--- src/rtl/uart_prog_loader.sv ---
// UART 8N1 byte receiver that streams received bytes into an instruction RAM
// write port, supplying the byte, a write strobe and an auto-incrementing address.
module uart_prog_loader #(
  parameter int CLK_FREQ = 50000000,
  parameter int BAUD     = 115200,
  parameter int ADDR_W   = 16
) (
  input  logic              clk,
  input  logic              rst,
  input  logic              rx,
  input  logic              addr_clr,
  output logic              uart_done,
  output logic [7:0]        buffer,
  output logic [ADDR_W-1:0] data_addr,
  output logic              frame_err,
  output logic              busy
);

  // CPB must be at least 4 so the half-bit count is non-zero.
  localparam int CPB = CLK_FREQ / BAUD;
  localparam int CW  = $clog2(CPB + 1);
  localparam logic [CW-1:0] CNT_BIT  = CW'(CPB - 1);
  localparam logic [CW-1:0] CNT_HALF = CW'(CPB / 2 - 1);

  localparam logic [1:0] IDLE  = 2'd0;
  localparam logic [1:0] START = 2'd1;
  localparam logic [1:0] DATA  = 2'd2;
  localparam logic [1:0] STOP  = 2'd3;

  logic [1:0]    state;
  logic [CW-1:0] cnt;
  logic [2:0]    bit_idx;
  logic [7:0]    shift;
  logic          rx_m;
  logic          rx_s;

  assign busy = (state != IDLE);

  always_ff @(posedge clk) begin
    if (rst) begin
      rx_m      <= 1'b1;
      rx_s      <= 1'b1;
      state     <= IDLE;
      cnt       <= '0;
      bit_idx   <= '0;
      uart_done <= 1'b0;
      frame_err <= 1'b0;
      buffer    <= 8'h00;
      data_addr <= '0;
    end else begin
      rx_m      <= rx;
      rx_s      <= rx_m;
      uart_done <= 1'b0;
      frame_err <= 1'b0;

      // Address advances the cycle after each strobe; a clear always wins.
      if (addr_clr)
        data_addr <= '0;
      else if (uart_done)
        data_addr <= data_addr + 1'b1;

      case (state)
        IDLE: begin
          if (!rx_s) begin
            cnt   <= '0;
            state <= START;
          end
        end
        START: begin
          if (cnt == CNT_HALF) begin
            cnt     <= '0;
            bit_idx <= '0;
            state   <= rx_s ? IDLE : DATA;
          end else begin
            cnt <= cnt + 1'b1;
          end
        end
        DATA: begin
          if (cnt == CNT_BIT) begin
            cnt     <= '0;
            bit_idx <= bit_idx + 3'd1;
            if (bit_idx == 3'd7)
              state <= STOP;
          end else begin
            cnt <= cnt + 1'b1;
          end
        end
        STOP: begin
          if (cnt == CNT_BIT) begin
            cnt   <= '0;
            state <= IDLE;
            if (rx_s) begin
              buffer    <= shift;
              uart_done <= 1'b1;
            end else begin
              frame_err <= 1'b1;
            end
          end else begin
            cnt <= cnt + 1'b1;
          end
        end
        default: state <= IDLE;
      endcase
    end
  end

  // Data bits arrive LSB-first, so shift in from the top.
  always_ff @(posedge clk) begin
    if (state == DATA && cnt == CNT_BIT)
      shift <= {rx_s, shift[7:1]};
  end

endmodule

--- config.mk ---
export PLATFORM = sky130hd
export DESIGN_NAME = uart_prog_loader
export DESIGN_NICKNAME = d
export VERILOG_FILES = /design/src/rtl/uart_prog_loader.sv
export SDC_FILE = /design/constraint.sdc
export NUM_CORES = 1
export LEC_CHECK = 0
export CAP_MARGIN = 20
export CORE_AREA = 2 2 61 63
export DETAILED_ROUTE_END_ITERATION = 7
export DIE_AREA = 0 0 63 65
export DONT_BUFFER_PORTS = 1
export GPL_ROUTABILITY_DRIVEN = 1
export PLACE_DENSITY = 0.81
export SLEW_MARGIN = 20
export SYNTH_ARGS = -nofsm -noshare
export SYNTH_HDL_FRONTEND = slang
export SYNTH_SLANG_ARGS = --single-unit
--- constraint.sdc ---
create_clock -name clk -period 2.9 [get_ports clk]
set_input_delay 0.58 -clock clk [delete_from_list [all_inputs] [get_ports clk]]
set_output_delay 0.58 -clock clk [all_outputs]
set_load 0.01 [all_outputs]
==> metrics.md, run 1 <==
| Metric | Value |
|---|---|
| Setup Buffers After CTS | 0 |
| Port Buffer Count | 0 |
| Total GRT Usage | 0.213 |
| F_max | 0.539 GHz |
| Final Wtd Congestion | between 0.7 and 0.8 |
| Post-Synthesis Cell Area | 0.00224 mm² |
| Antenna violations before repair | 0 |
| Max-slew violations | 0 |
| EDFF count, synth | 8 |
| Wire per inst | 14.8 µm |
| Vias in the first global route | roughly 1.5k |
| Post-synth top area share | 0.376 |
| First-pass GRT wire length | 6.86 mm |
| #FFs+latches synth | 50 |
| Count of distinct cell types in the synthesized netlist | 45 |
| Commonest non-fill, non-tap cell in the layout | dfxtp_1 |
| # clock sinks | 50 |
| Total gr overflow | 0 |
| Post-CTS sizing | 0 |
| YS warnings | 0 |
| Hpwl dp | about 2.8 mm |
| Post-Syn Instances | 232 |
| Most frequent cells in the layout | 42 x dfxtp_1, 29 x nor2_1, 15 x nand2_1 |
| CTS Hold Bufs | 0 |
| RSZ-0062 raised after global routing | false |
| CTS H-tree lvls | 2 |
| Clock slew at reported path FFs | 130 ps |
| Critical Path Source Type | flop |
| Vias/cell | between 5 and 6 |
| Drt initial violations | 75 |
| Layout area overhead | 2.80% |
| Routed Antenna Nets | 0 |
| Die X | around 63 µm |
| Tcrit/Tclk final | 0.640 |
| Starting Density | 0.640 |
| Final Hold Viols | 0 |
| Max_cap viols | 0 |
| Static leakage | about 0.76 nW |
| Power Dens Cells | 456 mW/mm² |
| Relative slew slack | 0.648 |
| Core Box Area | 0.00350 mm² |
| Setup TNS | 0 ps |
| Drt pass-1 iters | 4 |
| CTS buffer count | 5 |
| Share of cells above drive strength 1 | 0.0658 |
| Worst Hold Margin | 275 ps |
| Clock period minus worst slack | about 1900 ps |
| Clock Tree Root | clkbuf_4 |
| Clock Tree Buf Depth | 2 |
| Io pins | 31 |
| Final setup viols | 0 |
| Setup WS pre-CTS | 1080 ps |
| CP required | 3160 ps |
| R2r worst-path depth | 6 |
| Synthesized area per cell | roughly 9.6 µm² |
| Die area | 0.00410 mm² |
| Area contributors post-synth | dfxtp_1 38%, edfxtp_1 11%, nor2_1 4.9% |
| Kind of critical path | reg -> reg |
| # diodes | 0 |
| Synth area leader | dfxtp_1 |
| Most used flip-flop cell after synthesis | dfxtp_1 |
| Nets | 238 |
| Worst-case vdd ir drop | between 0.3 and 0.4 mV |
| Row cnt | 22 |
| Max FO, Critical Path | 9 |
| Clk_lat worst skew | 360 ps |
| CP Capture Type | flop |
| Outcome | complete, no violations |
| Final Worst Setup Slack | 1040 ps |
| DRC errors left | 0 |
| TritonCTS clock tree | done |
| Hold Path Class | in -> reg |
| Hold Path Depth | 1 |
| Worst-Margin Slew | 527 ps |
| Arr. time, crit path | 2120 ps |
| Final wirelength | around 4 mm |
| Number of fill cells | 288 |
| Chip Height | 65 µm |
| Syn_nets | 242 |
| Clock skew | 9.70 ps |
| Post-synth ARST share | 0 |
| Via count | roughly 1.6k |
| R2R setup slack | about 1000 ps |
| Pin count of the biggest net entering global routing | 30 |
| Seq/Total Area, Yosys | 0.483 |
## path summary, 6_finish.rpt
path,start,to
setup / recovery,cnt[1],cnt[3]
hold / removal,rst,bit_idx[2]
setup reg to reg,cnt[1],cnt[3]
hold reg to reg,rx_m,rx_s
## power breakdown
group / switching [W] / internal, W
registers: 0.00000485 / 0.000705
clock network: 0.000199 / 0.000115
logic: 0.0000177 / 0.00000762
## stage by stage
step	util	cells	power (W)	instance area, µm²
2_1_floorplan	-	232	0.000750	2240
3_5_place_dp	0.642	269	0.000751	2240
4_1_cts	0.658	276	0.00106	2300
3_3_place_gp	0.642	269	0.000750	2240
5_1_grt	0.658	276	0.00108	2300
6_report	0.658	276	0.00105	2300
## area by class of cell
| cell class | instances | area, µm² | share of cell area |
|---|---|---|---|
| Multi-Input combinational cell | 163 | 1070 | 0.467 |
| Clock buffer | 7 | 55.1 | 0.0239 |
| Inverter | 8 | 30.0 | 0.0131 |
| Tap cell | 48 | 60.1 | 0.0261 |
| Sequential cell | 50 | 1080 | 0.470 |
## logic make-up after synthesis
logic type | count (synthesis) | synth area share
muxes | 9 | 0.0403
xor gates and xnor gates | 10 | 0.0392
adders and majority gates | 6 | 0.0336
buffers and inverters | 19 | 0.0369
and+or+nand+nor | 98 | 0.246
AOI/OAI and AO/OA | 40 | 0.121
DFF | 50 | 0.483
## synth_stat cells (3+ instances only)
master and number:
a21oi_1 12, and2_1 5, nand3_1 9, ha_1 6, nand4_1 9, dfxtp_1 42
buf_2 3, nor3_1 6, nor2_1 29, a211oi_1 3, o21a_1 4, nand2_1 15
or4_1 6, edfxtp_1 8, clkbuf_1 7, or2_2 3, inv_1 8, o22ai_1 5
xor2_1 8, o31ai_1 3, mux2i_1 9
## layer usage
layer / routed length, µm / up-vias / global-route usage
li1: - / 831 / -
met1: 1910 / 754 / 0.264
met2: 1940 / 36 / 0.358
met3: 183 / 6 / 0.0590
met4: 62 / 0 / 0.0750
met5: 0 / - / 0
## flip-flops by register name (all words and copies together), names as in the netlist, named ones only
name,flops
rx_s,1
bit_idx,3
uart_done,1
state,1
rx_m,1
shift,8
buffer,8
frame_err,1
data_addr,16
cnt,9
## critical path, cell delays in order, from the launching register on
cell	delay, ps
dfxtp_1	410
inv_1	80
ha_1	190
and4bb_2	250
a21oi_2	360
nor2_1	170
o41ai_1	310
No activity file was read; power rests on OpenSTA's default activity.
==> run 2, diff against run 1 <==
CORE_AREA = 2 2 64 66   (was 2 2 61 63)
DIE_AREA = 0 0 66 68   (was 0 0 63 65)
PLACE_DENSITY = 0.75   (was 0.81)
clock period = 1.8 ns   (was 2.9 ns; I/O delays follow)
==> metrics.md, run 2 (synthesis gave the netlist of run 1 again) <==
| Metric | Value |
|---|---|
| Outcome | complete, no violations |
| Clock skew | 6.15 ps (-3.54 ps) |
| Tcrit/Tclk final | 0.931 (+0.291) |
| # clock sinks | 50 (unchanged) |
| Area after DPL | 0.00237 mm² (+5.5%) |
| Final Wtd Congestion | 0.861 (+8.8%) |
| Critical Path Source Type | flop |
| Max_cap viols | 0 (unchanged) |
| Nets | 254 (+6.7%) |
| Routed Antenna Nets | 0 (unchanged) |
| CP required | 2040 ps (-1120 ps) |
| Setup TNS | 0 ps (unchanged) |
| Max FO, Critical Path | 9 (unchanged) |
| Hpwl dp | 2.95 mm (+3.6%) |
| Arr. time, crit path | 1920 ps (-200 ps) |
| Hold Path Depth | 1 (unchanged) |
| Commonest non-fill, non-tap cell in the layout | dfxtp_1 |
| Static leakage | 0.856 nW (+13%) |
| Port Buffer Count | 0 (unchanged) |
| Vias in the first global route | 1,544 (+2.3%) |
| Core Box Area | 0.00386 mm² (+10%) |
| Final Total Pwr | 0.00198 W (+89%) |
| Final Worst Setup Slack | 125 ps (-919 ps) |
| Total GRT Usage | 0.202 (-0.0117) |
| Max FFs per register | 16 (unchanged) |
| Vias/cell | 5.81 (-1.4%) |
| Total gr overflow | 0 (unchanged) |
| Clock Tree Buf Depth | 2 (unchanged) |
| Largest register by flop count | data_addr |
| Met2 Usage GRT | 0.313 (-0.0446) |
| Final wirelength | 4.31 mm (+5.3%) |
| Number of fill cells | 337 (+17%) |
| Via count | 1,714 (+5.3%) |
| Most frequent cells in the layout | 42 x dfxtp_1, 29 x nor2_1, 16 x buf_4 |
| Kind of critical path | reg -> reg |
| Hold Path Class | in -> reg |
| Setup Buffers After CTS | 0 (unchanged) |
| RSZ-0062 raised after global routing | false |
| Final setup viols | 0 (unchanged) |
| Grt met3 use | 0.0658 (+0.00676) |
| Clk_lat worst skew | 310 ps (-50 ps) |
| Clock Tree Root | clkbuf_8 |
| FF-to-FF Start | cnt[0] |
| # diodes | 0 (unchanged) |
| Final Hold Viols | 0 (unchanged) |
| Chip Height | 68 µm (+4.6%) |
| Area of the multi-input gates | 0.00108 mm² (+0.47%) |
| Die area | 0.00449 mm² (+9.6%) |
| Design Area, Final | 0.00249 mm² (+8.1%) |
| Max-slew violations | 0 (unchanged) |
| Wire per inst | 14.6 µm (-1.5%) |
| Layout area overhead | 11.1% |
| Regs by FF count | data_addr: 16 flops, cnt: 9 flops |
| R2R setup slack | 130 ps (-920 ps) |
| Starting Density | 0.580 (-0.0598) |
| Hold EP | bit_idx[2] |
| Setup WS pre-CTS | 154 ps (-927 ps) |
| Pin count of the biggest net entering global routing | 30 (unchanged) |
| Worst-case vdd ir drop | 0.627 mV (+100%) |
| Hold_sp | rst |
| Sequential cell area | 0.00108 mm² (unchanged) |
| Row cnt | 23 (+4.5%) |
| Worst-Margin Slew | 379 ps (-148 ps) |
| CP Capture Type | flop |
| R2r worst-path depth | 6 (unchanged) |
| DRC errors left | 0 (unchanged) |
| CTS buffer count | 5 (unchanged) |
| First-pass GRT wire length | 6.92 mm (+0.90%) |
| Setup crit start | cnt[0] |
| Relative slew slack | 0.747 (+0.0995) |
| Drt pass-1 iters | 4 (unchanged) |
| Power Dens Cells | 798 mW/mm² (+75%) |
| Antenna violations before repair | 0 (unchanged) |
| Clock slew at reported path FFs | 100 ps (-30 ps) |
| Io pins | 31 (unchanged) |
| F_max | 0.597 GHz (+11%) |
| Gr busiest metal | met2 |
| Drt initial violations | 73 (-2.7%) |
| TritonCTS clock tree | done |
| CTS H-tree lvls | 2 (unchanged) |
| Global Route met1 Usage | 0.268 (+0.00378) |
| Clock period minus worst slack | 1670 ps (-181 ps) |
| Die X | 66 µm (+4.8%) |
| Share of cells above drive strength 1 | 0.143 (+0.0771) |
==> run 2: changes by cell type in the layout (fill, tap and decap cells not counted), moves of 2 or more <==
cell	change
buf_4	+16
clkbuf_4	-5
clkbuf_8	+4
clkinvlp_4	+2
==> run 2: what timing repair did <==
item                                    CTS  global route
gates resized for setup                   0             2
hold endpoints to repair                  0             0
endpoints found under the setup margin    0             3
hold buffers                              0             0
==> run 2: worst max-delay path by stage <==
stage | slack (ps) | to | depth (start not counted)
3_5_place_dp | 150 | shift[3] | 4
2_1_floorplan | 210 | cnt[3] | 6
4_1_cts | 120 | flop | 6
3_3_place_gp | 180 | cnt[3] | 6
5_1_grt | 7 | bit_idx[0] | 5
6_report | 130 | flop | 6
==> run 2: stage by stage <==
step            util  hold WS (ps)  cells
4_1_cts        0.643           107    295
3_3_place_gp   0.614           391    287
5_1_grt        0.645          99.5    295
2_1_floorplan      -           389    232
3_5_place_dp   0.614           405    287
6_report       0.645           117    295
==> run 2: critical path, stage by stage (launching register included) <==
cell and delay [ps]:
dfxtp_1 360, inv_1 110, ha_1 150, nand4bb_1 120, o211a_2 330, or4_1 420
a21oi_1 130
==> run 2: area by class of cell <==
class,instances,share of cell area
Clock inverter,3,0.0181
Clock buffer,5,0.0277
Timing Repair Buffer,16,0.0483
Inverter,8,0.0121
Sequential cell,50,0.435
Tap cell,50,0.0252
Multi-Input combinational cell,163,0.434
==> run 2: power by group <==
| part | switching [W] | leakage, nW | internal, W |
|---|---|---|---|
| Clock | 0.000382 | 0.0504 | 0.000413 |
| Sequential | 0.00000576 | 0.411 | 0.00114 |
| Combinational | 0.0000312 | 0.395 | 0.0000157 |
| Total | 0.000419 | 0.856 | 0.00156 |
==> run 2: metal layers <==
layer | vias up | routed length (µm)
met5 | - | 0
met4 | 0 | 85
met3 | 9 | 207
met2 | 39 | 1910
met1 | 799 | 2100
li1 | 867 | -
==> run 3, diff against run 2 <==
SETUP_SLACK_MARGIN = 0.5   (was unset)
==> metrics.md, run 3 (synthesis gave the netlist of run 1 again) <==
| Metric | Value |
|---|---|
| Inst Count DP | 277 (-3.5%) |
| CTS buffer count | 5 (unchanged) |
| Nets | 262 (+3.1%) |
| Hold Path Depth | 1 (unchanged) |
| Tcrit/Tclk final | 0.918 (-0.0130) |
| Row cnt | 23 (unchanged) |
| Final Total Pwr | 0.00201 W (+1.3%) |
| Most frequent cells in the layout | 27 x nor2_1, 22 x dfxtp_1, 15 x buf_4 |
| # diodes | 0 (unchanged) |
| # clock sinks | 50 (unchanged) |
| Commonest non-fill, non-tap cell in the layout | nor2_1 |
| Total GRT Usage | 0.220 (+0.0185) |
| CP max-delay cell | dfxtp_2 |
| Critical Path Source Type | flop |
| Max FFs per register | 16 (unchanged) |
| Total gr overflow | 0 (unchanged) |
| Arr. time, crit path | 1880 ps (-40 ps) |
| F_max | 0.605 GHz (+1.4%) |
| R2R setup slack | 150 ps (+20 ps) |
| Outcome | complete, no violations |
| Relative slew slack | 0.723 (-0.0244) |
| CTS H-tree lvls | 2 (unchanged) |
| Die area | 0.00449 mm² (unchanged) |
| Port Buffer Count | 0 (unchanged) |
| Final wirelength | 5.30 mm (+23%) |
| First-pass GRT wire length | 7.59 mm (+9.7%) |
| Worst-case vdd ir drop | 0.429 mV (-32%) |
| Final Hold Viols | 0 (unchanged) |
| Via count | 1,870 (+9.1%) |
| Number of fill cells | 271 (-20%) |
| Clock Tree Buf Depth | 2 (unchanged) |
| Seq pwr share | 0.564 (-0.011) |
| Drt pass-1 iters | 4 (unchanged) |
| Final Non-Filler Cells | 303 (+2.7%) |
| Hold EP | bit_idx[2] |
| Static leakage | 1.00 nW (+17%) |
| Max FO, Critical Path | 6 (-3) |
| Vias in the first global route | 1,694 (+9.7%) |
| FF-to-FF Start | cnt[1] |
| Antenna violations before repair | 0 (unchanged) |
| Final setup viols | 0 (unchanged) |
| Layout area overhead | 27.0% |
| Clock skew | 7.35 ps (+1.19 ps) |
| Critical-path cell list | inv_4 > ha_4 > and4bb_2 > a21oi_4 > buf_6 > o22ai_2 > a221oi_2 |
| Max_cap viols | 0 (unchanged) |
| Final Wtd Congestion | 0.827 (-4.1%) |
| Io pins | 31 (unchanged) |
| Setup TNS | 0 ps (unchanged) |
| P_sw | 0.000438 W (+4.4%) |
| Drt initial violations | 128 (+75%) |
| Clock slew at reported path FFs | 90 ps (about the same) |
| Sw frac | 0.218 (+0.00646) |
| Wire per inst | 17.5 µm (+20%) |
| Max-slew violations | 0 (unchanged) |
| Share of cells above drive strength 1 | 0.395 (+0.252) |
| Largest register by flop count | data_addr |
| Clock power share | 0.396 (-0.005) |
| Power share of the combinational group | 0.039 (+0.015) |
| R2r worst-path depth | 7 (+1) |
| RSZ-0062 raised after global routing | true |
| Core Box Area | 0.00386 mm² (unchanged) |
| Hold Path Class | in -> reg |
| Pin count of the biggest net entering global routing | 30 (unchanged) |
| FF-to-FF End | cnt[6] |
| TritonCTS clock tree | done |
| Hpwl dp | 2.98 mm (+1.1%) |
| CP required | 2030 ps (about the same) |
| CP Capture Type | flop |
| Power Dens Cells | 708 mW/mm² (-11%) |
| Worst-Margin Slew | 412 ps (+33.3 ps) |
| Kind of critical path | reg -> reg |
| Starting Density | 0.580 (unchanged) |
| CP peak stage delay | 360 ps (-60 ps) |
| CTS Hold Bufs | 0 (unchanged) |
| Routed Antenna Nets | 0 (unchanged) |
| Vias/cell | 6.17 (+6.2%) |
| Pint | 0.00157 W (+0.52%) |
| DRC errors left | 0 (unchanged) |
| Chip Height | 68 µm (unchanged) |
| Clock period minus worst slack | 1650 ps (-23.4 ps) |
| Clock Tree Root | clkbuf_8 |
| Regs by FF count | data_addr: 16 flops, cnt: 9 flops |
| Clk_lat worst skew | 310 ps (about the same) |
| Hold_sp | rst |
| Die X | 66 µm (unchanged) |
==> run 3: layer usage <==
metal,up-vias,share of wire,global-route usage
met2,60,0.54,0.385
met4,0,0.014,0.0791
met5,-,0,0
li1,882,-,-
met3,8,0.049,0.0658
met1,920,0.40,0.257
==> run 3: per-stage QoR <==
step / utilization / setup slack, ps / hold WS [ps] / area (µm²)
4_1_cts: 0.698 / 178 / 92.1 / 2690
2_1_floorplan: - / 275 / 389 / 2300
5_1_grt: 0.737 / 55.1 / 88.8 / 2840
3_3_place_gp: 0.609 / 212 / 393 / 2350
3_5_place_dp: 0.609 / 159 / 398 / 2350
6_report: 0.737 / 148 / 109 / 2840
==> run 3: worst max-delay path: cells and delay by family, from the launching register on <==
kind | cells | cell delay [ps]
and+or+nand+nor | 1 | 260
adders and majority gates | 1 | 160
DFF | 1 | 360
AOI/OAI and AO/OA | 3 | 570
buffers and inverters | 2 | 210
==> run 3: final cells by class <==
cell class / instances / area (µm²) / share of cell area
Clock inverter: 3 / 45.0 / 0.0159
Multi-Input combinational cell: 163 / 1280 / 0.451
Inverter: 8 / 42.5 / 0.0150
Tap cell: 50 / 62.6 / 0.0220
Sequential cell: 50 / 1130 / 0.396
Timing Repair Buffer: 24 / 214 / 0.0753
Clock buffer: 5 / 68.8 / 0.0242
==> run 3: power groups by stage <==
stage / logic [W] / registers, W / clock network, W
after CTS: 0.0000651 / 0.00114 / 0.000805
after floorplan: 0.0000461 / 0.00116 / 0
after global placement: 0.0000463 / 0.00117 / 0
after global routing: 0.0000840 / 0.00114 / 0.000867
final: 0.0000790 / 0.00113 / 0.000797
after detailed placement: 0.0000472 / 0.00117 / 0
==> run 3: what timing repair did <==
action,4_1_cts,5_1_grt
setup endpoints to repair,43,43
gates resized for setup,39,29
pin swaps,10,16
hold endpoints to repair,0,0
buffers inserted,15,3
==> run 3: worst max path at each step <==
stage          startpoint  endpoint  slack, ps
3_3_place_gp       cnt[0]      flop        210
5_1_grt            cnt[1]    cnt[6]         60
2_1_floorplan      cnt[0]      flop        270
4_1_cts            cnt[0]    cnt[3]        180
3_5_place_dp       cnt[0]    cnt[3]        160
6_report           cnt[1]    cnt[6]        150
